--- src/rtl/alu_exec_if.sv ---
// Handshake bundle for alu_exec_unit: an operation channel (valid/ready with
// control code and operands) and a result channel (valid/ready with result,
// zero and illegal flags).
interface alu_exec_if #(
   parameter int N = 64
);
   logic         in_valid;
   logic         in_ready;
   logic [3:0]   alucontrol;
   logic [N-1:0] a;
   logic [N-1:0] b;
   logic         out_valid;
   logic         out_ready;
   logic [N-1:0] result;
   logic         zero;
   logic         illegal;

   modport master (
      output in_valid, alucontrol, a, b, out_ready,
      input  in_ready, out_valid, result, zero, illegal
   );

   modport slave (
      input  in_valid, alucontrol, a, b, out_ready,
      output in_ready, out_valid, result, zero, illegal
   );
endinterface

--- src/rtl/alu_exec_unit.sv ---
// ALU execution unit: accepts a 4-bit control code and two operands, computes
// AND/OR/ADD/SUB, and returns result/zero/illegal through a single registered
// output stage with back-pressure. Illegal codes complete normally with a zero
// result and are counted in a saturating error counter.
module alu_exec_unit #(
   parameter int N    = 64,
   parameter int CNTW = 8
) (
   input  logic            clk,
   input  logic            reset,
   alu_exec_if.slave       bus,
   input  logic            clr_err,
   output logic [CNTW-1:0] err_count
);

   typedef enum logic {
      EMPTY = 1'b0,
      FULL  = 1'b1
   } state_t;

   state_t       state;
   state_t       state_n;
   logic         accept;
   logic         consumed;
   logic [N-1:0] op_result;
   logic         op_illegal;
   logic [N-1:0] result_q;
   logic         zero_q;
   logic         illegal_q;

   assign bus.in_ready  = (state == EMPTY) | bus.out_ready;
   assign accept        = bus.in_valid & bus.in_ready;
   assign consumed      = (state == FULL) & bus.out_ready;
   assign bus.out_valid = (state == FULL);
   assign bus.result    = result_q;
   assign bus.zero      = zero_q;
   assign bus.illegal   = illegal_q;

   // Decode the control code and evaluate the operation.
   always_comb begin
      op_result  = '0;
      op_illegal = 1'b0;
      case (bus.alucontrol)
         4'b0000: op_result = bus.a & bus.b;
         4'b0001: op_result = bus.a | bus.b;
         4'b0010: op_result = bus.a + bus.b;
         4'b0110: op_result = bus.a - bus.b;
         default: op_illegal = 1'b1;
      endcase
   end

   // Next-state logic for the output register occupancy.
   always_comb begin
      state_n = state;
      case (state)
         EMPTY:   if (accept) state_n = FULL;
         FULL:    if (consumed && !accept) state_n = EMPTY;
         default: state_n = EMPTY;
      endcase
   end

   // State register.
   always_ff @(posedge clk or negedge reset) begin
      if (!reset) state <= EMPTY;
      else        state <= state_n;
   end

   // Output register: loads on every accept, otherwise holds.
   always_ff @(posedge clk or negedge reset) begin
      if (!reset) begin
         result_q  <= '0;
         zero_q    <= 1'b0;
         illegal_q <= 1'b0;
      end else if (accept) begin
         result_q  <= op_result;
         zero_q    <= (op_result == '0);
         illegal_q <= op_illegal;
      end
   end

   // Saturating illegal-op counter; a clear in the same cycle as an illegal
   // accept leaves a count of one.
   always_ff @(posedge clk or negedge reset) begin
      if (!reset) begin
         err_count <= '0;
      end else if (clr_err) begin
         err_count <= (accept && op_illegal) ? CNTW'(1) : '0;
      end else if (accept && op_illegal && (err_count != '1)) begin
         err_count <= err_count + CNTW'(1);
      end
   end

endmodule

--- src/flat_wrapper.sv ---
// flat-port wrapper written by rule: the top's interface ports become plain ports
module alu_exec_unit_flat 
#(
   parameter int N    = 64,
   parameter int CNTW = 8
)
  (clk, reset, clr_err, err_count, bus_in_valid, bus_alucontrol, bus_a, bus_b, bus_out_ready, bus_in_ready, bus_out_valid, bus_result, bus_zero, bus_illegal);
  alu_exec_if #(.N(N)) bus_i ();
  input  logic clk;
  input  logic reset;
  input  logic clr_err;
  output logic [CNTW-1:0] err_count;
  input wire logic [$bits(bus_i.in_valid)-1:0] bus_in_valid;
  input wire logic [$bits(bus_i.alucontrol)-1:0] bus_alucontrol;
  input wire logic [$bits(bus_i.a)-1:0] bus_a;
  input wire logic [$bits(bus_i.b)-1:0] bus_b;
  input wire logic [$bits(bus_i.out_ready)-1:0] bus_out_ready;
  output wire logic [$bits(bus_i.in_ready)-1:0] bus_in_ready;
  output wire logic [$bits(bus_i.out_valid)-1:0] bus_out_valid;
  output wire logic [$bits(bus_i.result)-1:0] bus_result;
  output wire logic [$bits(bus_i.zero)-1:0] bus_zero;
  output wire logic [$bits(bus_i.illegal)-1:0] bus_illegal;
  assign bus_i.in_valid = bus_in_valid;
  assign bus_i.alucontrol = bus_alucontrol;
  assign bus_i.a = bus_a;
  assign bus_i.b = bus_b;
  assign bus_i.out_ready = bus_out_ready;
  assign bus_in_ready = bus_i.in_ready;
  assign bus_out_valid = bus_i.out_valid;
  assign bus_result = bus_i.result;
  assign bus_zero = bus_i.zero;
  assign bus_illegal = bus_i.illegal;
  alu_exec_unit #(.N(N), .CNTW(CNTW)) u_core (.clk(clk), .reset(reset), .bus(bus_i), .clr_err(clr_err), .err_count(err_count));
endmodule
--- config.mk ---
export PLATFORM = sky130hd
export DESIGN_NAME = alu_exec_unit_flat
export DESIGN_NICKNAME = d
export VERILOG_FILES = /design/src/rtl/alu_exec_if.sv /design/src/rtl/alu_exec_unit.sv /design/src/flat_wrapper.sv
export SDC_FILE = /design/constraint.sdc
export NUM_CORES = 1
export LEC_CHECK = 0
export ABC_AREA = 1
export CAP_MARGIN = 20
export CORE_ASPECT_RATIO = 0.6
export CORE_UTILIZATION = 55
export CTS_CLUSTER_SIZE = 16
export DETAILED_ROUTE_END_ITERATION = 7
export PLACE_DENSITY = 0.83
export SYNTH_ARGS = -nofsm -noshare
export SYNTH_HDL_FRONTEND = slang
export SYNTH_SLANG_ARGS = --single-unit
--- constraint.sdc ---
create_clock -name clk -period 3.4 [get_ports clk]
set_clock_uncertainty 0.05 [all_clocks]
set_input_delay 0.51 -clock clk [delete_from_list [all_inputs] [get_ports clk]]
set_output_delay 0.51 -clock clk [all_outputs]
set_load 0.02 [all_outputs]
==> impl_metrics.py, run 1 <==
metrics = {
    "status": {
        "status": "aborted with a tool error",
        "error": "[ERROR GRT-0116] Global routing finished with congestion. Check the congestion regions in the DRC Viewer.",
        "haltStage": "global routing",
    },
    "yosys": {
        "synth_area_leaders": "nand2_1 22%, dfrtp_1 15%, nor2_1 11%",
        "yosysTopAreaCell": "nand2_1",
        "syn_nets": 2510,
        "syn_area_per_cell_sq_um": 5.35,
        "synth_seq_cells": 75,
        "synth_top_area_share_pct": 22.4,
        "synthArstFlopShare_pct": 100,
        "ys_types": 51,
        "synthFlopType": "dfrtp_1",
        "syn-cell-area_sq_mm": 0.0123,
        "synth_warnings": 0,
        "synth-edff-count": 0,
        "postSynthCellCount": 2305,
        "ys_seq_area_share_pct": 15.2,
    },
    "placed_design": {
        "placed_area_sq_mm": 0.0179,
        "portBuffers": 212,
        "place_congestion": 1.26,
        "hpwlAfterDp_um": 52400,
    },
    "global_routing": {
        "grt_usage_pct": 84.0,
        "grt_pass1_wl_um": 146000,
        "overflow": 39,
        "grt_max_degree": 80,
        "grt_pass1_vias": 25000,
    },
    "floorplan": {
        "placementRows": 42,
        "die_height_um": 118,
        "io_pins": 213,
        "start_util_pct": 56.0,
        "fp.dieW_um": 195,
    },
    "clock_network": {
        "clock_path_buffers": 2,
        "clock-sinks": 75,
        "cts_max_level": 3,
        "cts_root_buf": "clkbuf_16",
        "cts_buffers": 9,
    },
}
[cells in the mapped netlist (2+ instances only)]
library cell and instances:
nand2_1 735, nor2_1 366, inv_1 355, nand3_1 174, dfrtp_1 75, a21oi_1 73
a31oi_1 73, ha_1 67, o21ai_0 66, xor2_1 44, nand4_1 33, inv_2 31
clkbuf_1 28, nor3_1 28, nand3b_1 18, nor4_1 17, xnor2_1 16, buf_2 12
maj3_1 10, nor3_2 10, o21ai_1 10, o21bai_1 8, buf_1 5, nor2_2 5
nand2_2 4, o21a_1 4, or2_2 4, and2_1 3, o211ai_1 3, a221oi_1 2
a41oi_1 2, clkinv_1 2, nand3_2 2, nor3_4 2, or2_1 2
[timing repair]
| action | 4_1_cts |
|---|---|
| hold buffers | 0 |
| resized for setup | 464 |
| endpoints found under the setup margin | 60 |
| pin swaps | 155 |
| buffers inserted | 63 |
[routing by layer]
layer	track usage [%]	GRT overflow
met1	86.8	5
met2	94.2	22
met5	59.5	0
met3	76.3	1
met4	72.7	11
[logic make-up after synthesis]
group / Yosys count / share of synthesized area [%]
AND/OR/NAND/NOR: 1407 / 47.7
AO/OA/AOI/OAI: 250 / 11.6
adder cells (fa/ha/maj): 78 / 7.77
XOR/XNOR: 60 / 4.26
flip-flops: 75 / 15.2
buffers and inverters: 435 / 13.4
[through the flow]
| stage | cells | hold WS (ns) | setup slack (ns) | setup TNS, ns | utilization [%] |
|---|---|---|---|---|---|
| after floorplan | 2305 | 0.164 | -0.370 | -1.40 | - |
| after global placement | 3165 | 0.412 | -1.66 | -62.70 | 81.3 |
| after detailed placement | 3165 | 0.415 | -1.81 | -72.28 | 81.3 |
| after CTS | 3243 | 0.301 | -0.980 | -28.89 | 92.1 |
==> inputs of run 2 (changes only) <==
--- a/config.mk
+++ b/config.mk
@@ -7,11 +7,9 @@
 export LEC_CHECK = 0
 export ABC_AREA = 1
 export CAP_MARGIN = 20
-export CORE_ASPECT_RATIO = 0.6
-export CORE_UTILIZATION = 55
-export CTS_CLUSTER_SIZE = 16
+export CORE_UTILIZATION = 40
 export DETAILED_ROUTE_END_ITERATION = 7
-export PLACE_DENSITY = 0.83
+export PLACE_DENSITY_LB_ADDON = 0.15
 export SYNTH_ARGS = -nofsm -noshare
 export SYNTH_HDL_FRONTEND = slang
 export SYNTH_SLANG_ARGS = --single-unit
==> impl_metrics.py, run 2 <==
metrics = {
    "routing": {
        "num_vias": 19600,
        "wl_per_cell_um": 20.6,
        "drt_iter0_markers": 2368,
        "firstDrtPassIters": 6,
        "ant_nets": 0,
        "via_per_inst": 5.56,
        "drc_errors": 0,
        "wirelength_um": 72900,
    },
    "status": {
        "status": "finished, violations left",
        "violations": "setup timing",
    },
    "clock_network": {
        "clock-sinks": 75,
        "cts_tree": "built",
        "clk_latency_ns": 0.37,
        "cts_buffers": 9,
        "cts_root_buf": "clkbuf_16",
        "clk_pin_slew_worst_paths_ns": 0.07,
        "clock_path_buffers": 2,
        "hold_buffers": 0,
        "cts_max_level": 3,
    },
    "finish": {
        "diodes": 0,
        "layout_commonest_cell": "buf_4",
        "syn_to_final_growth_pct": 92.2,
        "register_area_sq_mm": 0.00188,
        "finish.utilization_pct": 79.2,
        "largest_reg_flops": 64,
        "layout_common_cells": "573 x buf_4, 560 x nand2_1, 301 x inv_1",
        "layout-drive-gt1-share_pct": 42.0,
        "fillCellCount": 2133,
        "final_nets": 3341,
        "multiInputGateArea_sq_mm": 0.0121,
    },
    "yosys": {
        "ys_types": 51,
        "yosysTopAreaCell": "nand2_1",
        "syn_nets": 2510,
        "synthArstFlopShare_pct": 100,
        "synthFlopType": "dfrtp_1",
        "syn-cell-area_sq_mm": 0.0123,
        "synthTopCellsByCount": "735 x nand2_1, 366 x nor2_1, 355 x inv_1",
        "yosysMostFrequentCell": "nand2_1",
        "synth-edff-count": 0,
        "synth_area_leaders": "nand2_1 22%, dfrtp_1 15%, nor2_1 11%",
        "synth_top_area_share_pct": 22.4,
        "ys_seq_area_share_pct": 15.2,
        "synth_warnings": 0,
        "synth_seq_cells": 75,
        "syn_area_per_cell_sq_um": 5.35,
        "postSynthCellCount": 2305,
    },
    "setup_path": {
        "worstSetupEndpointType": "register",
        "required_ns": 3.67,
        "reg2reg_depth": 11,
        "start_kind": "input pin",
        "crit_top_cell": "nor2_2",
        "path_max_fanout": 5,
        "worstReg2RegEnd": "u_core.err_count[7]$_DFFE_PN0P_",
        "slowest_delay_ns": 0.44,
        "rrSetupSlack_ns": 1.10,
        "critical_path_class": "in -> reg",
        "cp_top_family": "simple AND/OR/NAND/NOR gates",
        "reg2reg_from": "u_core.bus.out_valid$_DFF_PN0_",
        "crit_buf_inv": 6,
        "worst_ep_arrival_time_ns": 4.79,
        "crit_slowest_cell": "ha_2",
    },
    "floorplan": {
        "dieArea_sq_mm": 0.0316,
        "placementRows": 63,
        "io_pins": 213,
        "core_sq_mm": 0.0300,
        "die_height_um": 178,
        "fp.dieW_um": 178,
        "start_util_pct": 41.2,
    },
    "sta": {
        "relSlewSlack_pct": 28.1,
        "final-max-slew-violation-count": 0,
        "finalWorstSetupSlack_ns": -1.12,
        "period_share_pct": 133,
        "grt_setup_unrepaired": "yes",
        "setup_violations": 50,
        "worstMarginPinSlew_ns": 1.08,
        "fmax_mhz": 221,
        "hold_violations": 0,
        "period_needed_ns": 4.52,
    },
    "power_and_ir_drop": {
        "power_density_mw_per_mm2": 256,
        "clockPowerShare_pct": 17.4,
        "power_uw": 6080,
        "p_sw_share_pct": 45.4,
        "p_seq_share_pct": 17.7,
        "netSwitchingPower_uw": 2760,
        "combPwrFrac_pct": 64.9,
        "vdd_drop_max_mv": 0.221,
        "p_leak_uw": 0.0119,
        "internal_power_uw": 3320,
    },
    "placed_design": {
        "portBuffers": 212,
        "place_congestion": 1.00,
        "hpwlAfterDp_um": 55600,
    },
    "global_routing": {
        "grt_pass1_wl_um": 99800,
        "overflow": 0,
        "antenna_found_initial": 0,
        "grt_pass1_vias": 17700,
        "grt_usage_pct": 42.6,
        "grt_max_degree": 68,
    },
    "worst_hold_path": {
        "hold_class": "in -> async",
    },
    "run": {
        "maxCapViolations": 0,
    },
}
run 2: cell type report:
cell class | instances | area share (%)
clock buffers | 9 | 0.950
clock inverters | 7 | 0.353
inverters | 388 | 6.38
multi-input cells | 1795 | 51.0
flip-flops and latches | 75 | 7.91
well taps | 390 | 2.06
repair buffers | 867 | 31.4
run 2: layer usage:
layer / routed length [um] / global-route usage (%) / vias up
met2: 31600 / 65.4 / 1211
met5: 0 / 0 / -
met4: 3350 / 15.2 / 0
met3: 9150 / 9.13 / 256
met1: 28800 / 58.4 / 9219
li1: - / - / 8956
run 2: power groups by stage:
| stage | Clock, uW | Combinational [uW] | Sequential, uW |
|---|---|---|---|
| after floorplan | 0 | 1270 | 1200 |
| final | 1060 | 3950 | 1070 |
| after global routing | 1090 | 4150 | 1080 |
| after global placement | 0 | 2960 | 1070 |
| after CTS | 1050 | 3380 | 1070 |
| after detailed placement | 0 | 3000 | 1080 |
run 2: worst max-delay path by stage:
stage               startpoint                          end  slack, ns  cells past startpoint
global placement      bus_b[0]  u_core.bus.zero$_DFFE_PN0P_      -2.14                     33
finish                bus_b[1]  u_core.bus.zero$_DFFE_PN0P_      -1.12                     31
CTS                   bus_b[0]  u_core.bus.zero$_DFFE_PN0P_      -1.18                     37
floorplan             bus_b[0]  u_core.bus.zero$_DFFE_PN0P_      -0.37                     34
global route          bus_b[0]  u_core.bus.zero$_DFFE_PN0P_      -1.26                     33
detailed placement    bus_b[0]  u_core.bus.zero$_DFFE_PN0P_      -2.16                     33
run 2: logic make-up (layout without fill, tap and decap cells):
family | after synthesis | count (layout) | synth area share [%]
DFF | 75 | 75 | 15.2
adders and majority gates | 78 | 78 | 7.77
buffers and inverters | 435 | 1271 | 13.4
and+or+nand+nor | 1407 | 1407 | 47.7
xor gates and xnor gates | 60 | 60 | 4.26
AOI/OAI and AO/OA | 250 | 250 | 11.6
run 2: through the flow:
step / instances / instance area, sq um / hold WS [ns] / setup WS [ns] / setup TNS, ns
3_3_place_gp: 3424 / 19200 / 0.412 / -2.14 / -77.58
3_5_place_dp: 3424 / 19200 / 0.423 / -2.16 / -81.00
2_1_floorplan: 2305 / 12500 / 0.164 / -0.370 / -1.40
6_report: 3531 / 23700 / 0.171 / -1.12 / -32.58
4_1_cts: 3485 / 21600 / 0.185 / -1.18 / -34.92
5_1_grt: 3531 / 23700 / 0.215 / -1.26 / -39.17
run 2: repair_timing:
item / 4_1_cts / 5_1_grt
gates resized for setup: 444 / 467
endpoints found under the setup margin: 58 / 59
hold endpoints to repair: 0 / 0
pin swaps: 164 / 229
buffers inserted: 47 / 60
(Power assumes the default switching activity.)
